<file path="config.mk">
export PLATFORM = sky130hd
export DESIGN_NAME = bus_timer
export DESIGN_NICKNAME = d
export VERILOG_FILES = /design/src/rtl/timer_defs.sv /design/src/rtl/bus_timer.sv
export SDC_FILE = /design/constraint.sdc
export NUM_CORES = 1
export LEC_CHECK = 0
export CORE_MARGIN = 2
export CORE_UTILIZATION = 50
export CTS_BUF_LIST = sky130_fd_sc_hd__clkbuf_4
export DETAILED_ROUTE_END_ITERATION = 6
export PLACE_DENSITY_LB_ADDON = 0.15
export SLEW_MARGIN = 20
export SYNTH_ARGS = -nofsm -noshare
export SYNTH_HDL_FRONTEND = slang
export SYNTH_SLANG_ARGS = --single-unit
</file>
<file path="constraint.sdc">
create_clock -name clk -period 6 [get_ports clk]
set_input_delay 0.9 -clock clk [delete_from_list [all_inputs] [get_ports clk]]
set_output_delay 0.9 -clock clk [all_outputs]
set_load 0.01 [all_outputs]
</file>
<file path="src/rtl/timer_defs.sv">
`default_nettype none
// ============================================================================
// Package     : timer_defs
// Description : Shared constants for the bus_timer peripheral: register
//               offsets, CTRL bit positions, mode and FSM state encodings.
// Revision    : 1.0 - initial release
// ============================================================================
package timer_defs;

  // Word offsets within the timer window (addr[3:2])
  localparam logic [1:0] TMR_CTRL   = 2'd0;
  localparam logic [1:0] TMR_PRESET = 2'd1;
  localparam logic [1:0] TMR_COUNT  = 2'd2;

  // CTRL bit positions
  localparam int CTRL_EN      = 0;
  localparam int CTRL_MODE_LO = 1;
  localparam int CTRL_MODE_HI = 2;
  localparam int CTRL_IM      = 3;

  // MODE field encodings
  localparam logic [1:0] MODE_ONESHOT  = 2'd0;
  localparam logic [1:0] MODE_PERIODIC = 2'd1;

  // Countdown FSM states
  typedef enum logic [1:0] {
    ST_IDLE = 2'd0,
    ST_LOAD = 2'd1,
    ST_CNT  = 2'd2,
    ST_INT  = 2'd3
  } state_t;

endpackage
`default_nettype wire

</file>
<file path="src/rtl/bus_timer.sv">
`default_nettype none
// ============================================================================
// Module      : bus_timer
// Description : Memory-mapped countdown timer (CTRL / PRESET / COUNT) with
//               one-shot or periodic auto-reload and a registered interrupt.
// Revision    : 1.0 - initial release
// ============================================================================
module bus_timer
  import timer_defs::*;
#(
  parameter logic [31:0] BASE_ADDR = 32'h0000_7F00
) (
  input  logic        clk,
  input  logic        reset,
  input  logic [31:0] addr,
  input  logic [3:0]  byteen,
  input  logic [31:0] wdata,
  output logic [31:0] rdata,
  output logic        irq
);

  // Lane-wise merge of a partial write into an existing 32-bit register
  function automatic logic [31:0] merge_bytes(input logic [31:0] old_val,
                                              input logic [31:0] new_val,
                                              input logic [3:0]  be);
    logic [31:0] res;
    res = old_val;
    for (int i = 0; i < 4; i++) begin
      if (be[i]) res[8*i +: 8] = new_val[8*i +: 8];
    end
    return res;
  endfunction

  logic [3:0]  ctrl;
  logic [31:0] preset;
  logic [31:0] count;
  logic        irq_flag;
  state_t      state;
  state_t      state_nxt;

  logic [31:0] count_nxt;
  logic        fsm_set_flag;
  logic        fsm_clr_flag;
  logic        fsm_clr_en;

  logic [1:0]  sel;
  logic        hit;
  logic        wr;
  logic        wr_ctrl;
  logic        wr_preset;
  logic        ctrl_en;
  logic [1:0]  ctrl_mode;

  // Byte-select bits are meaningless for word registers
  logic        unused_addr;
  assign unused_addr = &{1'b0, addr[1:0]};

  assign sel       = addr[3:2];
  assign hit       = (addr[31:4] == BASE_ADDR[31:4]) && (sel != 2'b11);
  assign wr        = hit && (byteen != 4'b0000);
  assign wr_ctrl   = wr && (sel == TMR_CTRL);
  assign wr_preset = wr && (sel == TMR_PRESET);
  assign ctrl_en   = ctrl[CTRL_EN];
  assign ctrl_mode = ctrl[CTRL_MODE_HI:CTRL_MODE_LO];

  // Zero-latency read mux; unmapped or missed addresses read as zero
  always_comb begin
    rdata = 32'h0;
    if (hit) begin
      case (sel)
        TMR_CTRL:   rdata = {28'h0, ctrl};
        TMR_PRESET: rdata = preset;
        TMR_COUNT:  rdata = count;
        default:    rdata = 32'h0;
      endcase
    end
  end

  // Next-state and counter datapath for the countdown FSM
  always_comb begin
    state_nxt    = state;
    count_nxt    = count;
    fsm_set_flag = 1'b0;
    fsm_clr_flag = 1'b0;
    fsm_clr_en   = 1'b0;
    case (state)
      ST_IDLE: begin
        if (ctrl_en) state_nxt = ST_LOAD;
      end
      ST_LOAD: begin
        if (!ctrl_en) begin
          state_nxt = ST_IDLE;
        end else begin
          count_nxt = preset;
          state_nxt = ST_CNT;
        end
      end
      ST_CNT: begin
        if (!ctrl_en) begin
          state_nxt = ST_IDLE;
        end else if (count > 32'd1) begin
          count_nxt = count - 32'd1;
        end else begin
          // PRESET of 0 lands here too, so it behaves like 1
          count_nxt    = 32'h0;
          fsm_set_flag = 1'b1;
          state_nxt    = ST_INT;
        end
      end
      ST_INT: begin
        if (ctrl_mode == MODE_PERIODIC) begin
          fsm_clr_flag = 1'b1;
          state_nxt    = ST_LOAD;
        end else begin
          fsm_clr_en = 1'b1;
          state_nxt  = ST_IDLE;
        end
      end
      default: state_nxt = ST_IDLE;
    endcase
    if (ctrl_mode == MODE_ONESHOT) begin
      // Any non-periodic mode value already takes the one-shot path above
    end
  end

  // State and COUNT registers; COUNT is never bus-writable
  always_ff @(posedge clk) begin
    if (reset) begin
      state <= ST_IDLE;
      count <= 32'h0;
    end else begin
      state <= state_nxt;
      count <= count_nxt;
    end
  end

  // CTRL register; a bus write overrides the one-shot EN clear
  always_ff @(posedge clk) begin
    if (reset) begin
      ctrl <= 4'h0;
    end else if (wr_ctrl) begin
      if (byteen[0]) ctrl <= wdata[3:0];
    end else if (fsm_clr_en) begin
      ctrl[CTRL_EN] <= 1'b0;
    end
  end

  // PRESET register with per-lane write enables
  always_ff @(posedge clk) begin
    if (reset) begin
      preset <= 32'h0;
    end else if (wr_preset) begin
      preset <= merge_bytes(preset, wdata, byteen);
    end
  end

  // Interrupt flag; a CTRL/PRESET write acknowledges and beats a new set
  always_ff @(posedge clk) begin
    if (reset) begin
      irq_flag <= 1'b0;
    end else if (wr_ctrl || wr_preset) begin
      irq_flag <= 1'b0;
    end else if (fsm_set_flag) begin
      irq_flag <= 1'b1;
    end else if (fsm_clr_flag) begin
      irq_flag <= 1'b0;
    end
  end

  assign irq = irq_flag & ctrl[CTRL_IM];

endmodule
`default_nettype wire
</file>
# --- Word-level counts from Yosys, hierarchy flattened ---
# Index checks and enable logic that the tools add are counted.
classes:
  n_reduce_logical: 20
  add_sub_neg: 1
  bitwise_logic: 1
  n_mux: 24
  n_lt_le_gt_ge: 1
  n_mul: 0
  div: 0
  n_eq_ne: 13
  n_shift: 0
ops:
  columns: ["op", "n"]
  rows:
  - ["$mux W32", 4]
  - ["$pmux W32 S3", 1]
  - ["$pmux W32 S2", 1]
  - ["$gt A32 B1 Y1 const B", 1]
  - ["$sub A32 B1 Y32 const B", 1]
  - ["$eq A28 B11 Y1 const B", 1]
  - ["$reduce_and A2 Y1", 7]
  - ["$mux W1", 13]
  - ["$ne A2 B2 Y1 const B", 5]
  - ["$mux W2", 4]
  - ["$pmux W2 S4", 1]
  - ["$eq A2 B1 Y1 const B", 3]
  - ["$eq A2 B2 Y1 const B", 3]
  - ["$reduce_bool A2 Y1", 3]
  - ["$logic_and A1 B1 Y1", 4]
  - ["$logic_not A2 Y1", 2]
  - ["$reduce_bool A4 Y1", 1]
  - ["$ne A3 B3 Y1 const B", 1]
  - ["$reduce_and A3 Y1", 1]
  - ["$reduce_or A2 Y1", 1]
  - ["$and A1 B1 Y1", 1]
  - ["$logic_or A1 B1 Y1", 1]
word_totals:
  mem_count: 0
  mem_bits_rw: 0
  latchBits: 0
  wordCells: 69
  mem_bits_ro: 0
  reg_bits: 71

# --- Depth between registers and ports, before layout ---
logic_depth:
  word_depth: 6
  mapped_depth: 10
  ltp_nobuf: 8

# --- Worst setup path before layout ---
# OpenSTA, ideal clock, no wires.
synth_path:
  path_kind: "input port to output port"
  startpoint: "input port addr[18]"
  endpoint: "output port rdata[10]"
  arrival_ns: 2.329
  required_ns: 5.100
  slack_ns: 2.771
  n_path_buf: 2
  stages: 6
  cell_sequence: "nor4_1 -> nand4_1 -> a2111o_1 -> clkbuf_1 -> clkbuf_1 -> nor2_1"
synth_via:
  elab_chain_len: 3
synth_lines:
  columns: ["item", "line_no", "text"]
  rows:
  - ["start: declaration", "bus_timer.sv:15", "input logic [31:0] addr,"]
  - ["$eq A28 B11 Y1", "bus_timer.sv:59", "assign hit = (addr[31:4] == BASE_ADDR[31:4]) && (sel != 2'b11);"]
  - ["$logic_and A1 B1 Y1", "bus_timer.sv:59", null]
  - ["$mux W32", "bus_timer.sv:69", "if (hit) begin"]
  - ["end: declaration", "bus_timer.sv:18", "output logic [31:0] rdata,"]
# Every way passes these cells.

# --- Final worst setup path ---
layout_path:
  startpoint: "input port addr[2]"
  endpoint: "output port rdata[10]"
layout_via:
  elab_chain_len: 3
layout_lines:
  columns: ["item", "line_no", "text"]
  rows:
  - ["$eq A2 B2 Y1 (tied with other cells)", "bus_timer.sv:70", "case (sel)"]
  - ["$pmux W32 S3 or $logic_and A1 B1 Y1 (tied branches)", "bus_timer.sv:70, bus_timer.sv:59", null]
  - ["$mux W32 *", "bus_timer.sv:69", null]
# Mark *: on every way between the ends. The rest lies on a longest branch, timed or not.

==> summary.md <==
| Metric | Value |
|---|---|
| Die outline area | `9220 um^2` |
| Antenna violations before repair | `0` |
| Number of buffer cells added on primary ports | `100` |
| Number of library cell types mapped by synthesis | `51` |
| Total global-route track usage | `0.272` |
| Min-Delay Path Depth | `2` |
| Nature of the critical path startpoint | `input port` |
| Synthesized cell area | `4230 um^2` |
| TritonCTS buffer count | `9` |
| Fin util | `0.655` |
| Placeable core region | `8220 um^2` |
| Headroom to the max-slew limit | `0.288` |
| Kind of capture point of the worst setup path | `output port` |
| Number of nets in the synthesized netlist | `623` |
| Most frequent cells after synthesis | `nor2_1 (91), dfxtp_1 (71), clkbuf_1 (43)` |
| Final worst hold slack | `0.518 ns` |
| CP max FO | `19` |
| Post-CTS Setup Bufs | `0` |
| Synth Area in XOR/XNOR | `0` |
| Post-synth EDFFs | `0` |
| Worst path required time | `5.10 ns` |
| Most used routing layer | `met2` |
| Largest net degree at the start of global routing | `73` |
| Worst hold-check path type | `reg2reg` |
| Number of cells after detailed placement | `712` |
| Post-synthesis mux area share | `0.105` |
| Final design instance area without fill | `5380 um^2` |
| Setup total negative slack | `0 ns` |
| Global routing met1 resource utilization | `0.349` |
| Area Overhead vs Synth | `27.1%` |
| TritonCTS clock tree | `built` |
| Sink count of the clock tree | `71` |
| Arrival time of the worst setup path | `3.38 ns` |
| Buffer cell driving the clock tree root | `clkbuf_4` |
| VDD IR max | `101 uV` |
| Synthesized instance count | `551` |
| Largest stage delay on the critical path | `0.70 ns` |
| Synth Area in Adders | `0.00591` |
| Synthesized area divided by synthesized cell count | `7.68 um^2` |
| Routed WL | `12300 um` |
| Number of antenna repair diodes | `0` |
| I/O pin cnt | `103` |
| Total half-perimeter wirelength after legalization and detailed placement | `8330 um` |
| Pre-Repair DR Iteration Count | `7` |
| Family with the most delay on the worst path | `buffers and inverters` |
| Async S/R FF share, synth | `0` |
| Worst reg-to-reg setup slack | `2.56 ns` |
| Register bit total from synthesis | `71` |
| Area share of and/or/nand/nor cells after synthesis | `0.307` |
| Ratio of cells with drive above 1 in the final layout | `0.0658` |
| Logic depth of the worst register-to-register path | `6` |
| Residual DRC | `0` |
| Total buffers and inverters traversed by the critical path | `3` |
| Type of the worst setup path | `in2out` |
| Setup repair after global routing missed its margin | `no` |
| Final min period | `4.28 ns` |
| Global routing usage on met2 | `0.459` |
| Max Cap Viol | `0` |
| Die W | `96.0 um` |
| Synth top area share | `0.336` |
| Resized cells post-CTS | `0` |
| CTS H-tree depth | `3` |
| Post-route clock period utilization | `0.714` |
| Maximum clock insertion buffer count | `2` |
| Most common cell in the synthesized netlist | `nor2_1` |
| GP Congestion | `0.968` |
| Ys Warns | `0` |
| PwrDens | `164 nW/um^2` |
| Instance area after placement | `5220 um^2` |
| Sequential area share after synthesis | `0.336` |
| Most common cell on crit path | `clkdlybuf4s50_1` |
| Area leader, netlist | `dfxtp_1` |
| Number of inserted filler cells in the final layout | `718` |
| Final hold vios | `0` |
| Fraction of the mapped netlist area in compound gates | `0.196` |
| Met3 routing resource usage after global routing | `0.0470` |
| Clk pin slew, worst setup/hold paths | `0.11 ns` |
| Cells traversed along the worst timing path | `clkdlybuf4s50_1 -> nor2b_2 -> buf_4 -> a22oi_1 -> nor2_1 -> clkdlybuf4s50_1` |
| Wire length of the first global-routing pass | `19900 um` |
| Number of DRC markers after the initial detailed-route iteration | `324` |
| Net total in the final layout | `690` |
| Ranking of synthesized cells by area | `dfxtp_1 (34%), mux2i_1 (9.5%), nor2_1 (8.1%), a22oi_1 (5.9%), clkbuf_1 (3.8%)` |
| Detailed-route vias per instance | `6.18` |
| Setup violations, final | `0` |
| Total number of vias | `4497` |
| Result of the run | `complete, no violations` |
| Worst Clk Skew | `0.0112 ns` |
| Post-CTS Hold Fix Bufs | `0` |
| Measured slew at the worst slew-check pin | `1.07 ns` |
| Maximum frequency from static timing analysis | `0.233 GHz` |
| Most used flip-flop cell after synthesis | `dfxtp_1` |
| WP depth | `6` |
| Final Instance Count excl. Fillers | `728` |
| Cell row count | `33` |
| Vias in the first global route | `4194` |
| Die Y-Extent | `96.0 um` |
| Largest family of logic cells by synthesized area | `simple AND/OR/NAND/NOR gates` |
| Total overflow reported by the global router | `0` |
| Critical Path Slowest Stage Cell | `clkdlybuf4s50_1` |
| Starting density of the core | `0.515` |
| Number of antenna-violating nets in the routed design | `0` |
| Later-pin clock latency in the skew report | `0.42 ns` |
| Leakage | `1.74 nW` |
| Max Transition Viols Final | `0` |
| Detailed-route wire length per cell | `16.9 um` |
[worst reg2reg max path, stage by stage (launching register included)]
cell and delay [ns]:
dfxtp_1 0.38, or4_1 0.73, nor3_2 0.43, and4b_1 0.89, nor2_1 0.44, a221oi_1 0.35, nor3_1 0.08
[metrics by stage]
| step | power (mW) | setup WS, ns |
|---|---|---|
| 3_5_place_dp | 0.550 | 1.75 |
| 2_1_floorplan | 0.500 | 2.77 |
| 3_3_place_gp | 0.549 | 1.75 |
| 4_1_cts | 0.890 | 1.74 |
| 5_1_grt | 0.915 | 1.54 |
| 6_report | 0.885 | 1.72 |
[power breakdown]
| part | switching, mW | total, mW | internal (mW) |
|---|---|---|---|
| Combinational | 0.0259 | 0.0679 | 0.0420 |
| Sequential | 0.0000000000962 | 0.471 | 0.471 |
| Clock | 0.170 | 0.346 | 0.175 |
| Total | 0.196 | 0.885 | 0.689 |
[final timing paths]
path,start,to
hold reg to reg,count[21]$_SDFFE_PP0P_,count[21]$_SDFFE_PP0P_
setup reg to reg,count[11]$_SDFFE_PP0P_,count[3]$_SDFFE_PP0P_
setup / recovery,addr[2],rdata[10]
hold / removal,count[21]$_SDFFE_PP0P_,count[21]$_SDFFE_PP0P_
[metal layers]
| metal | vias up | wire length, um |
|---|---|---|
| met4 | 0 | 230 |
| met5 | - | 0 |
| met1 | 2104 | 5320 |
| met2 | 192 | 5760 |
| li1 | 2179 | - |
| met3 | 22 | 966 |
[cells by family (layout without fill, tap and decap cells)]
family	after synthesis	in the layout
adders and majority gates	2	2
and+or+nand+nor	253	253
buffers and inverters	56	128
AOI/OAI and AO/OA	125	125
DFF	71	71
muxes	44	44
[flip-flops by register name, summed over array words and instances (netlist names)]
signal and count:
irq_flag 1, ctrl 4, preset 32, state 2, count 32
[placed cells by master (no fill, tap or decap), drive strengths merged, types with 13 or more instances in the layout]
cell type and n:
nand3 23, nor3 28, a31oi 13, mux2i 40, nor4 21, dfxtp 71, nand2 37, nor2 91
a21oi 25, o21ai 22, a22oi 33, clkdlybuf4s50 99
[area by class of cell]
cell class	count	area [um^2]	share of cell area
Timing Repair Buffer	105	1030	0.192
Tap cell	105	131	0.0244
Clock buffer	11	82.6	0.0153
Inverter	7	26.3	0.00488
Clock inverter	5	72.6	0.0135
Multi-Input combinational cell	424	2610	0.486
Sequential cell	71	1420	0.264
Note: power is estimated with default switching activity, not from simulation.
